[src/rtl/counter_time_prog_pkg.sv]
// Shared game-timing definitions: FSM state encoding, mode constants and
// the prescaler width helper.
package counter_time_prog_pkg;

    typedef enum logic [1:0] {
        IDLE = 2'd0,
        RUN  = 2'd1,
        DONE = 2'd2
    } state_t;

    localparam logic MODE_ONESHOT  = 1'b0;
    localparam logic MODE_PERIODIC = 1'b1;

    // Prescaler counter width; a divide-by-1 still keeps a 1-bit register.
    function automatic int presc_width(input int presc);
        return (presc > 1) ? $clog2(presc) : 1;
    endfunction

endpackage

[src/rtl/counter_time_prog_prescaler_tick.sv]
// Divide-by-PRESC tick generator. tick is combinational on enable so that
// the count step lands on the same edge the last prescaler phase completes.
// With PRESC=1 the counter never leaves 0 and tick degenerates to enable.
module prescaler_tick
    import counter_time_prog_pkg::*;
#(
    parameter int PRESC = 1
) (
    input  logic CLKT,
    input  logic R_N,
    input  logic clear,
    input  logic enable,
    output logic tick
);

    localparam int              PW   = presc_width(PRESC);
    localparam logic [PW-1:0]   LAST = PW'(PRESC - 1);

    logic [PW-1:0] cnt;

    assign tick = enable && (cnt == LAST);

    // Phase counter: cleared on restart/abort, frozen while disabled.
    always_ff @(posedge CLKT or negedge R_N) begin
        if (!R_N) begin
            cnt <= '0;
        end else if (clear) begin
            cnt <= '0;
        end else if (enable) begin
            cnt <= tick ? '0 : cnt + PW'(1);
        end
    end

endmodule

[src/rtl/counter_time_prog.sv]
// Programmable game timer: counts 0..limit_q, one step per PRESC enabled
// clocks, one-shot or periodic, with a wrap pulse and a sticky expiry flag.
module counter_time_prog
    import counter_time_prog_pkg::*;
#(
    parameter int SIZE  = 4,
    parameter int PRESC = 1
) (
    input  logic            CLKT,
    input  logic            R_N,
    input  logic            E,
    input  logic            START,
    input  logic            STOP,
    input  logic            MODE,
    input  logic [SIZE-1:0] LIMIT,
    output logic [SIZE-1:0] TEMPO,
    output logic            end_time,
    output logic            RUNNING,
    output logic            EXPIRED
);

    state_t          state;
    logic [SIZE-1:0] tempo_q;
    logic [SIZE-1:0] limit_q;
    logic            mode_q;
    logic            end_q;
    logic            run_q;
    logic            exp_q;
    logic            tick;
    logic            presc_clear;
    logic            presc_en;

    // Prescaler only advances while counting; any control request or
    // leaving RUN resets its phase so the next run starts aligned.
    assign presc_clear = STOP || START || (state != RUN);
    assign presc_en    = E && (state == RUN);

    prescaler_tick #(.PRESC(PRESC)) u_presc (
        .CLKT   (CLKT),
        .R_N    (R_N),
        .clear  (presc_clear),
        .enable (presc_en),
        .tick   (tick)
    );

    // Control FSM with registered count and flags; STOP > START > count.
    always_ff @(posedge CLKT or negedge R_N) begin
        if (!R_N) begin
            state   <= IDLE;
            tempo_q <= '0;
            limit_q <= '0;
            mode_q  <= MODE_ONESHOT;
            end_q   <= 1'b0;
            run_q   <= 1'b0;
            exp_q   <= 1'b0;
        end else begin
            end_q <= 1'b0;
            if (STOP) begin
                state   <= IDLE;
                tempo_q <= '0;
                run_q   <= 1'b0;
                exp_q   <= 1'b0;
            end else if (START) begin
                state   <= RUN;
                limit_q <= LIMIT;
                mode_q  <= MODE;
                tempo_q <= '0;
                run_q   <= 1'b1;
                exp_q   <= 1'b0;
            end else if (state == RUN && tick) begin
                // Wrap by explicit compare so LIMIT=2^SIZE-1 never relies on overflow.
                if (tempo_q == limit_q) begin
                    tempo_q <= '0;
                    end_q   <= 1'b1;
                    if (mode_q != MODE_PERIODIC) begin
                        state <= DONE;
                        run_q <= 1'b0;
                        exp_q <= 1'b1;
                    end
                end else begin
                    tempo_q <= tempo_q + SIZE'(1);
                end
            end
        end
    end

    assign TEMPO    = tempo_q;
    assign end_time = end_q;
    assign RUNNING  = run_q;
    assign EXPIRED  = exp_q;

endmodule

[config.mk]
export PLATFORM = sky130hd
export DESIGN_NAME = counter_time_prog
export DESIGN_NICKNAME = d
export VERILOG_FILES = /design/src/rtl/counter_time_prog_pkg.sv /design/src/rtl/counter_time_prog_prescaler_tick.sv /design/src/rtl/counter_time_prog.sv
export SDC_FILE = /design/constraint.sdc
export NUM_CORES = 1
export LEC_CHECK = 0
export ABC_AREA = 1
export CORE_ASPECT_RATIO = 0.6
export CORE_MARGIN = 2
export CORE_UTILIZATION = 31
export DETAILED_ROUTE_END_ITERATION = 8
export PLACE_DENSITY_LB_ADDON = 0.12
export SLEW_MARGIN = 20
export SYNTH_ARGS = -nofsm -noshare
export SYNTH_HDL_FRONTEND = slang
export SYNTH_SLANG_ARGS = --single-unit
[constraint.sdc]
create_clock -name CLKT -period 1.2 [get_ports CLKT]
set_input_delay 0.24 -clock CLKT [delete_from_list [all_inputs] [get_ports CLKT]]
set_output_delay 0.24 -clock CLKT [all_outputs]
set_load 0.01 [all_outputs]
### Word level (Yosys, flattened, before mapping)

Cells that the tools add are included.

| storage, ports and cells | value |
|---|---|
| input port bits | 10 |
| register bits | 15 |
| output and inout bits | 7 |
| logic and storage cells | 52 |

| operators by class | value |
|---|---|
| equality and inequality tests | 4 |
| mux-type cells | 26 |
| bitwise gates (word level) | 2 |
| reduce and logical (&&, ||, !) cells | 10 |
| add/subtract/negate cells | 2 |

Operators by type and width:

| kind | number |
|---|---|
| 1-bit 2-to-1 mux | 17 |
| 4-bit 2-to-1 mux | 4 |
| 2-bit 2-to-1 mux | 5 |
| 3-bit nonzero test | 2 |
| 4-bit by 1-bit adder with 4-bit output, second input constant | 1 |
| 4-bit equality test | 1 |
| 1-bit logical AND | 3 |
| 3-bit inequality test, second input constant | 1 |
| 3-bit AND reduction | 1 |
| 2-bit by 1-bit equality test with 1-bit output, second input constant | 1 |
| 1-bit logical OR | 2 |
| 2-bit by 1-bit inequality test with 1-bit output, second input constant | 1 |
| 1-bit NOT | 2 |
| 2-bit AND reduction | 1 |
| 2-bit nonzero test | 1 |
| 1-bit adder, second input constant | 1 |

### Logic depth before layout (Yosys ltp)

Gate-level depths: netlist of the first run.

| depth | value |
|---|---|
| depth in word-level cells | 7 |
| mapped depth | 7 |
| mapped depth without buffers | 7 |

### By module

A second synthesis of the first run with hierarchy kept.

| unflattened totals | value |
|---|---|
| cell total of the unflattened synthesis | 87 |
| area total of the unflattened synthesis | 693.2 µm² |

Modules (own cells, without submodules):

| module | area each (µm²) | sequential area each (µm²) | instances | cells each |
|---|---|---|---|---|
| counter_time_prog | 650.6 | 300.3 | 1 | 82 |
| prescaler_tick | 42.5 | 25.0 | 1 | 5 |

### Worst setup path after synthesis of the first run

No wires, ideal clock.

| timing path | value |
|---|---|
| path type | register -> register |
| start point | register, netlist name EXPIRED |
| end point | register state[0] |
| path buffers | 0 |
| arrival | 0.946 ns |
| data required time | 1.078 ns |
| library setup time | 0.122 ns |
| slack | 0.132 ns |
| cell stages (with the launch flop) | 7 |
| clock period less this slack | 1.068 ns |
| path through | dfrtp_1 -> nor2_2 -> nand2_2 -> nor2_1 -> nand3_2 -> nand2_1 -> nand2_1 |

RTL lines:

| item | RTL line | text |
|---|---|---|
| end signal: assignment | counter_time_prog.sv:49 | `state <= IDLE;` |
| end signal: assignment | counter_time_prog.sv:59 | `state <= IDLE;` |
| end signal: assignment | counter_time_prog.sv:64 | `state <= RUN;` |
| end: declaration | counter_time_prog.sv:22 | `state_t state;` |

### Final worst setup path of the first run

| timing path | value |
|---|---|
| start point | register tempo_q[2], in the netlist TEMPO[2] |
| end point | output TEMPO[2] |

RTL lines:

| item | RTL line | text |
|---|---|---|
| start: declaration | counter_time_prog.sv:23 | `logic [SIZE-1:0] tempo_q;` |
| start signal: assignment | counter_time_prog.sv:81 | `tempo_q <= tempo_q + SIZE'(1);` |
| end: declaration | counter_time_prog.sv:16 | `output logic [SIZE-1:0] TEMPO,` |

No word-level cell between the ends.

==> results of run 1 <==
==> state kept, by name, indices dropped and copies added, names as in the netlist <==
signal and flops:
limit_q 4, TEMPO 4, state 1, mode_q 1, end_time 1, u_presc.cnt 1
EXPIRED 1
==> layer usage <==
layer	GRT usage, %	routed length (µm)	vias up
met2	20.05	525	10
met5	0	0	-
met3	6.742	71	2
met4	3.191	9	0
met1	18.66	697	240
li1	-	-	305
==> where the power goes <==
group | switching [W] | internal [W] | leakage (nW) | total (W)
Sequential | 0.0000152 | 0.000464 | 0.165 | 0.000479
Combinational | 0.0000963 | 0.0000835 | 0.320 | 0.000180
Clock | 0.000142 | 0.000129 | 0.0150 | 0.000271
Total | 0.000254 | 0.000676 | 0.500 | 0.000930
==> path summary, 6_finish.rpt <==
| path | startpoint | endpoint | slack, ns | depth (start not counted) |
|---|---|---|---|---|
| worst max-delay path | TEMPO[2]$_DFFE_PN0P_ | TEMPO[2] | 0.03 | 1 |
| max in group asynchronous | R_N | TEMPO[1]$_DFFE_PN0P_ | 0.77 | 2 |
| worst max register to register | TEMPO[2]$_DFFE_PN0P_ | state[0]$_DFFE_PN0P_ | 0.07 | 7 |
| worst min register to register | u_presc.cnt$_DFFE_PN0P_ | u_presc.cnt$_DFFE_PN0P_ | 0.54 | 2 |
| worst min-delay path | R_N | EXPIRED$_DFFE_PN0P_ | 0.27 | 2 |
| min in group CLKT | u_presc.cnt$_DFFE_PN0P_ | u_presc.cnt$_DFFE_PN0P_ | 0.54 | 2 |
==> timing repair <==
item / 4_1_cts / 5_1_grt
buffers inserted: 3 / 0
hold buffers: 0 / 0
gates resized for setup: 8 / 13
endpoints found under the setup margin: 7 / 11
pin swaps: 0 / 1
==> through the flow <==
| stage | setup WS, ns | instance area, µm² | power (W) | hold slack [ns] |
|---|---|---|---|---|
| 6_report | 0.02714 | 988.4 | 0.0009303 | 0.2661 |
| 2_1_floorplan | 0.1321 | 680.7 | 0.0005817 | -0.05559 |
| 5_1_grt | -0.03582 | 988.4 | 0.001001 | 0.2806 |
| 3_3_place_gp | -0.1967 | 923.4 | 0.0006568 | 0.5179 |
| 3_5_place_dp | -0.2078 | 923.4 | 0.0006595 | 0.5120 |
| 4_1_cts | 0.003252 | 964.7 | 0.0009302 | 0.2702 |
==> layout make-up <==
class / count / area share (%)
clock buffer: 4 / 2.658
inverter: 14 / 5.316
multi-input combinational: 53 / 32.66
sequential: 13 / 32.91
tap: 30 / 3.797
timing repair buffer: 25 / 22.66
==> logic make-up after synthesis <==
logic type               count (synthesis)  share of synthesized area (%)
AO/OA/AOI/OAI                            8                          6.434
XOR/XNOR                                 2                          2.574
adder cells (fa/ha/maj)                  1                          1.838
buffers and inverters                   14                          7.721
flip-flops                              13                          47.79
multiplexers                             1                          1.654
AND/OR/NAND/NOR                         41                          31.99
==> layout by cell type (no fill, tap or decap), drive strengths merged, types with 3 or more instances in the layout <==
master,synthesis,layout
nand2,19,19
inv,14,14
dfrtp,13,13
nor2,12,12
clkdlybuf4s50,0,9
buf,0,9
nand3,8,8
a21oi,5,5
clkbuf,0,5
clkdlybuf4s15,0,4
o21ai,3,3
==> results_dict.tcl, run 1 <==
set metrics [dict create \
    cts_tree "yes" \
    yosysUniqueCellTypes 18 \
    cts_sinks 13 \
    crit_chain "dlygate4sd2_1" \
    vias 557 \
    syn_to_final_growth_pct 45.22 \
    wl_per_cell_um 9.374 \
    io_buffers 16 \
    rsz0062_at_grt "true" \
    slowest_stage "dfrtp_1" \
    slowest_delay_ns 0.38 \
    fp.dieH_um 40.30 \
    crit_fanout 2 \
    crit_arrival_ns 0.93 \
    finClkSkew_ns 0.002654 \
    vdd_drop_max_uv 747.5 \
    synth.area.top_cells "dfrtp_1 48%, nand2_1 7.7%, inv_1 6.1%" \
    endpoint_kind "primary output" \
    dp_hpwl_mm 1.029 \
    num_antenna_cells 0 \
    start_util_pct 32.19 \
    h-tree-depth 1 \
    slew_viol_final 0 \
    crit_path_start_kind "flip-flop" \
    nets 121 \
    run_status "completed" \
    fmax_mhz 852.6 \
    seqCellArea_um2 325.3 \
    crit_buf_inv 1 \
    syn_avg_cell_area_um2 8.508 \
    cts_root_buf "clkbuf_4" \
    clk_pin_slew_ns 0.08 \
    finalSetupTns_ns 0 \
    grt_start_max_net_pins 14 \
    cts_buffers 3 \
    yosysMostFrequentCell "nand2_1" \
    fin_cells 139 \
    crit_family "flip-flops" \
    clkLatencyLatePin_ns 0.27 \
    relSlewSlack_pct 88.21 \
    syn-cell-area_um2 680.7 \
    p_per_area_mw_per_mm2 941.1 \
    setup_viol 0 \
    fin_util_pct 46.75 \
    ys_dominant_reg_cell "dfrtp_1" \
    rows 13 \
    drtPass1Iterations 4 \
    grt_overflow_total 0 \
    first_iter_violations 20 \
    grt_pass1_vias 550 \
    synth_cells 80 \
    cap_violations 0 \
    antenna_found_initial 0 \
    multi_input_area_um2 322.8 \
    core_area_mm2 0.002115 \
    finalWeightedCongestion 0.7368 \
    gr-usage-all-layers_pct 13.85 \
    synth_edf_count 0 \
    netlist_top_cells_count "14 x nand2_1, 13 x dfrtp_1, 11 x inv_1, 8 x nor2_1, 7 x nand3_1" \
    fillerInstances 208 \
    worst-setup-path-type "reg2out" \
    cts_buffer_depth 2 \
    dp.cells 132 \
    netlist.area_leader.share_pct 47.79 \
    synth_fp_nets 91 \
    grt_pass1_wl_mm 2.470 \
    ant_nets 0 \
    period_needed_ns 1.173 \
    ys_seq_elements 13 \
    synth_largest_area_cell "dfrtp_1" \
    min_period_over_period_pct 97.74 \
    die_x_um 64.50 \
    worst_pin_slew_ns 0.1768 \
    seq_area_frac_synth_pct 47.79 \
    ioPinCount 17 \
    p_leak_nw 0.4997 \
    hold_viol 0 \
    async_reset_ff_share_pct 100.0 \
    drive_above_1_share_pct 33.03 \
    drc 0 \
    vias_per_cell 4.007 \
    worstPathRequired_ns 0.96 \
    holdCritPathClass "in2async" \
    yosys_warnings 0 \
    wl_mm 1.303 \
    dieArea_mm2 0.002599 \
]
No activity file was read; power rests on OpenSTA's default activity.
==> inputs of run 2 (changes only) <==
Settings changed: CORE_ASPECT_RATIO 0.6 to not set, CORE_UTILIZATION 31 to 35.
==> run 2 against run 1 <==
Die area down 11%. Clock skew down 0.0013 ns. Sequential share of layout area is 0.45 points lower. Cell count fell by 2.9%. Global-route usage rose by 0.22 points. Total power is 1.1% higher. Core utilization increased by 9.5 points.
==> results_dict.tcl, run 2 (synthesized netlist as in run 1, its figures left out) <==
set metrics [dict create \
    cts_buffer_depth 2 \
    fmax_mhz 866.6 \
    setup_viol 0 \
    dp_hpwl_mm 1.022 \
    min_period_over_period_pct 96.16 \
    finalWeightedCongestion 0.8061 \
    crit_family "flip-flops" \
    core_area_mm2 0.001783 \
    cts_buffers 3 \
    h-tree-depth 1 \
    drtPass1Iterations 2 \
    worst-setup-path-type "reg2out" \
    vdd_drop_max_uv 559.8 \
    worstPathRequired_ns 0.96 \
    ioPinCount 17 \
    fp.dieH_um 48.10 \
    slowest_delay_ns 0.40 \
    dieArea_mm2 0.002314 \
    first_iter_violations 5 \
    endpoint_kind "primary output" \
    wl_per_cell_um 10.08 \
    grt_start_max_net_pins 14 \
    slowest_stage "dfrtp_1" \
    p_leak_nw 0.5013 \
    num_antenna_cells 0 \
    period_needed_ns 1.154 \
    hold_viol 0 \
    rows 15 \
    final_common_cell "dfrtp_1" \
    fin_total_pwr_w 0.0009407 \
    run_status "completed" \
    vias_per_cell 4.259 \
    drive_above_1_share_pct 31.82 \
    grt_pass1_vias 515 \
    wl_mm 1.361 \
    cts_root_buf "clkbuf_4" \
    grt_overflow_total 0 \
    start_util_pct 38.18 \
    clkLatencyLatePin_ns 0.27 \
    finClkSkew_ns 0.001346 \
    slew_viol_final 0 \
    ant_nets 0 \
    crit_chain "clkdlybuf4s15_1" \
    finalHoldWorstSlack_ns 0.2649 \
    crit_fanout 3 \
    gr-usage-all-layers_pct 14.07 \
    io_buffers 16 \
    vias 575 \
    cts_tree "yes" \
    die_x_um 48.10 \
    crit_arrival_ns 0.91 \
    finalSetupTns_ns 0 \
    holdCritPathClass "in2async" \
    cap_violations 0 \
    worst_pin_slew_ns 0.1806 \
    p_per_area_mw_per_mm2 938.6 \
    crit_path_start_kind "flip-flop" \
    crit_buf_inv 1 \
    syn_to_final_growth_pct 47.24 \
    drc 0 \
    most-common-layout-cells "13 x dfrtp_1, 11 x inv_1, 11 x nand2_1, 9 x clkdlybuf4s50_1" \
    cts_sinks 13 \
    nets 122 \
    fillerInstances 179 \
    clk_pin_slew_ns 0.08 \
    grt_pass1_wl_mm 2.159 \
    antenna_found_initial 0 \
    relSlewSlack_pct 87.92 \
]
[run 2: power by group]
group | internal [W] | switching, W | total [W]
Clock | 0.000129 | 0.000150 | 0.000279
Sequential | 0.000464 | 0.0000140 | 0.000478
Combinational | 0.0000885 | 0.0000950 | 0.000184
[run 2: repair_timing]
item	4_1_cts	5_1_grt
resized for setup	9	12
setup buffers	1	2
setup endpoints to repair	7	10
hold buffers	0	0
pin swaps	0	4
[run 2: final timing paths]
path,startpoint,endpoint,slack (ns),cells past startpoint
max in group asynchronous,R_N,limit_q[1]$_DFFE_PN0P_,0.78,2
min,R_N,u_presc.cnt$_DFFE_PN0P_,0.26,2
max,EXPIRED$_DFFE_PN0P_,EXPIRED,0.05,1
min reg2reg,u_presc.cnt$_DFFE_PN0P_,u_presc.cnt$_DFFE_PN0P_,0.53,2
min in group CLKT,LIMIT[1],limit_q[1]$_DFFE_PN0P_,0.53,3
max reg2reg,TEMPO[2]$_DFFE_PN0P_,TEMPO[1]$_DFFE_PN0P_,0.08,7
[run 2: cell type report]
type	count	area, µm²	area share [%]
clock buffer	4	26.28	2.622
inverter	14	52.55	5.243
timing repair buffer	26	241.5	24.09
tap	25	31.28	3.121
sequential	13	325.3	32.46
multi-input combinational	53	325.3	32.46
[run 2: metal layers]
metal  wire [µm]  track usage, %  vias up
li1            -               -      305
met1         638           18.49      257
met2         658           19.47       11
met3          53           4.444        2
met4          11           9.730        0
met5           0               0        -
[run 2: metrics by stage]
step / worst slack (ns) / area (µm²) / cells / utilization [%]
CTS: 0.005024 / 952.2 / 133 / 53.40
global route: -0.0002984 / 1002 / 135 / 56.21
detailed placement: -0.2252 / 924.6 / 128 / 51.86
floorplan: 0.1321 / 680.7 / 80 / -
global placement: -0.1975 / 924.6 / 128 / 51.86
finish: 0.04603 / 1002 / 135 / 56.21
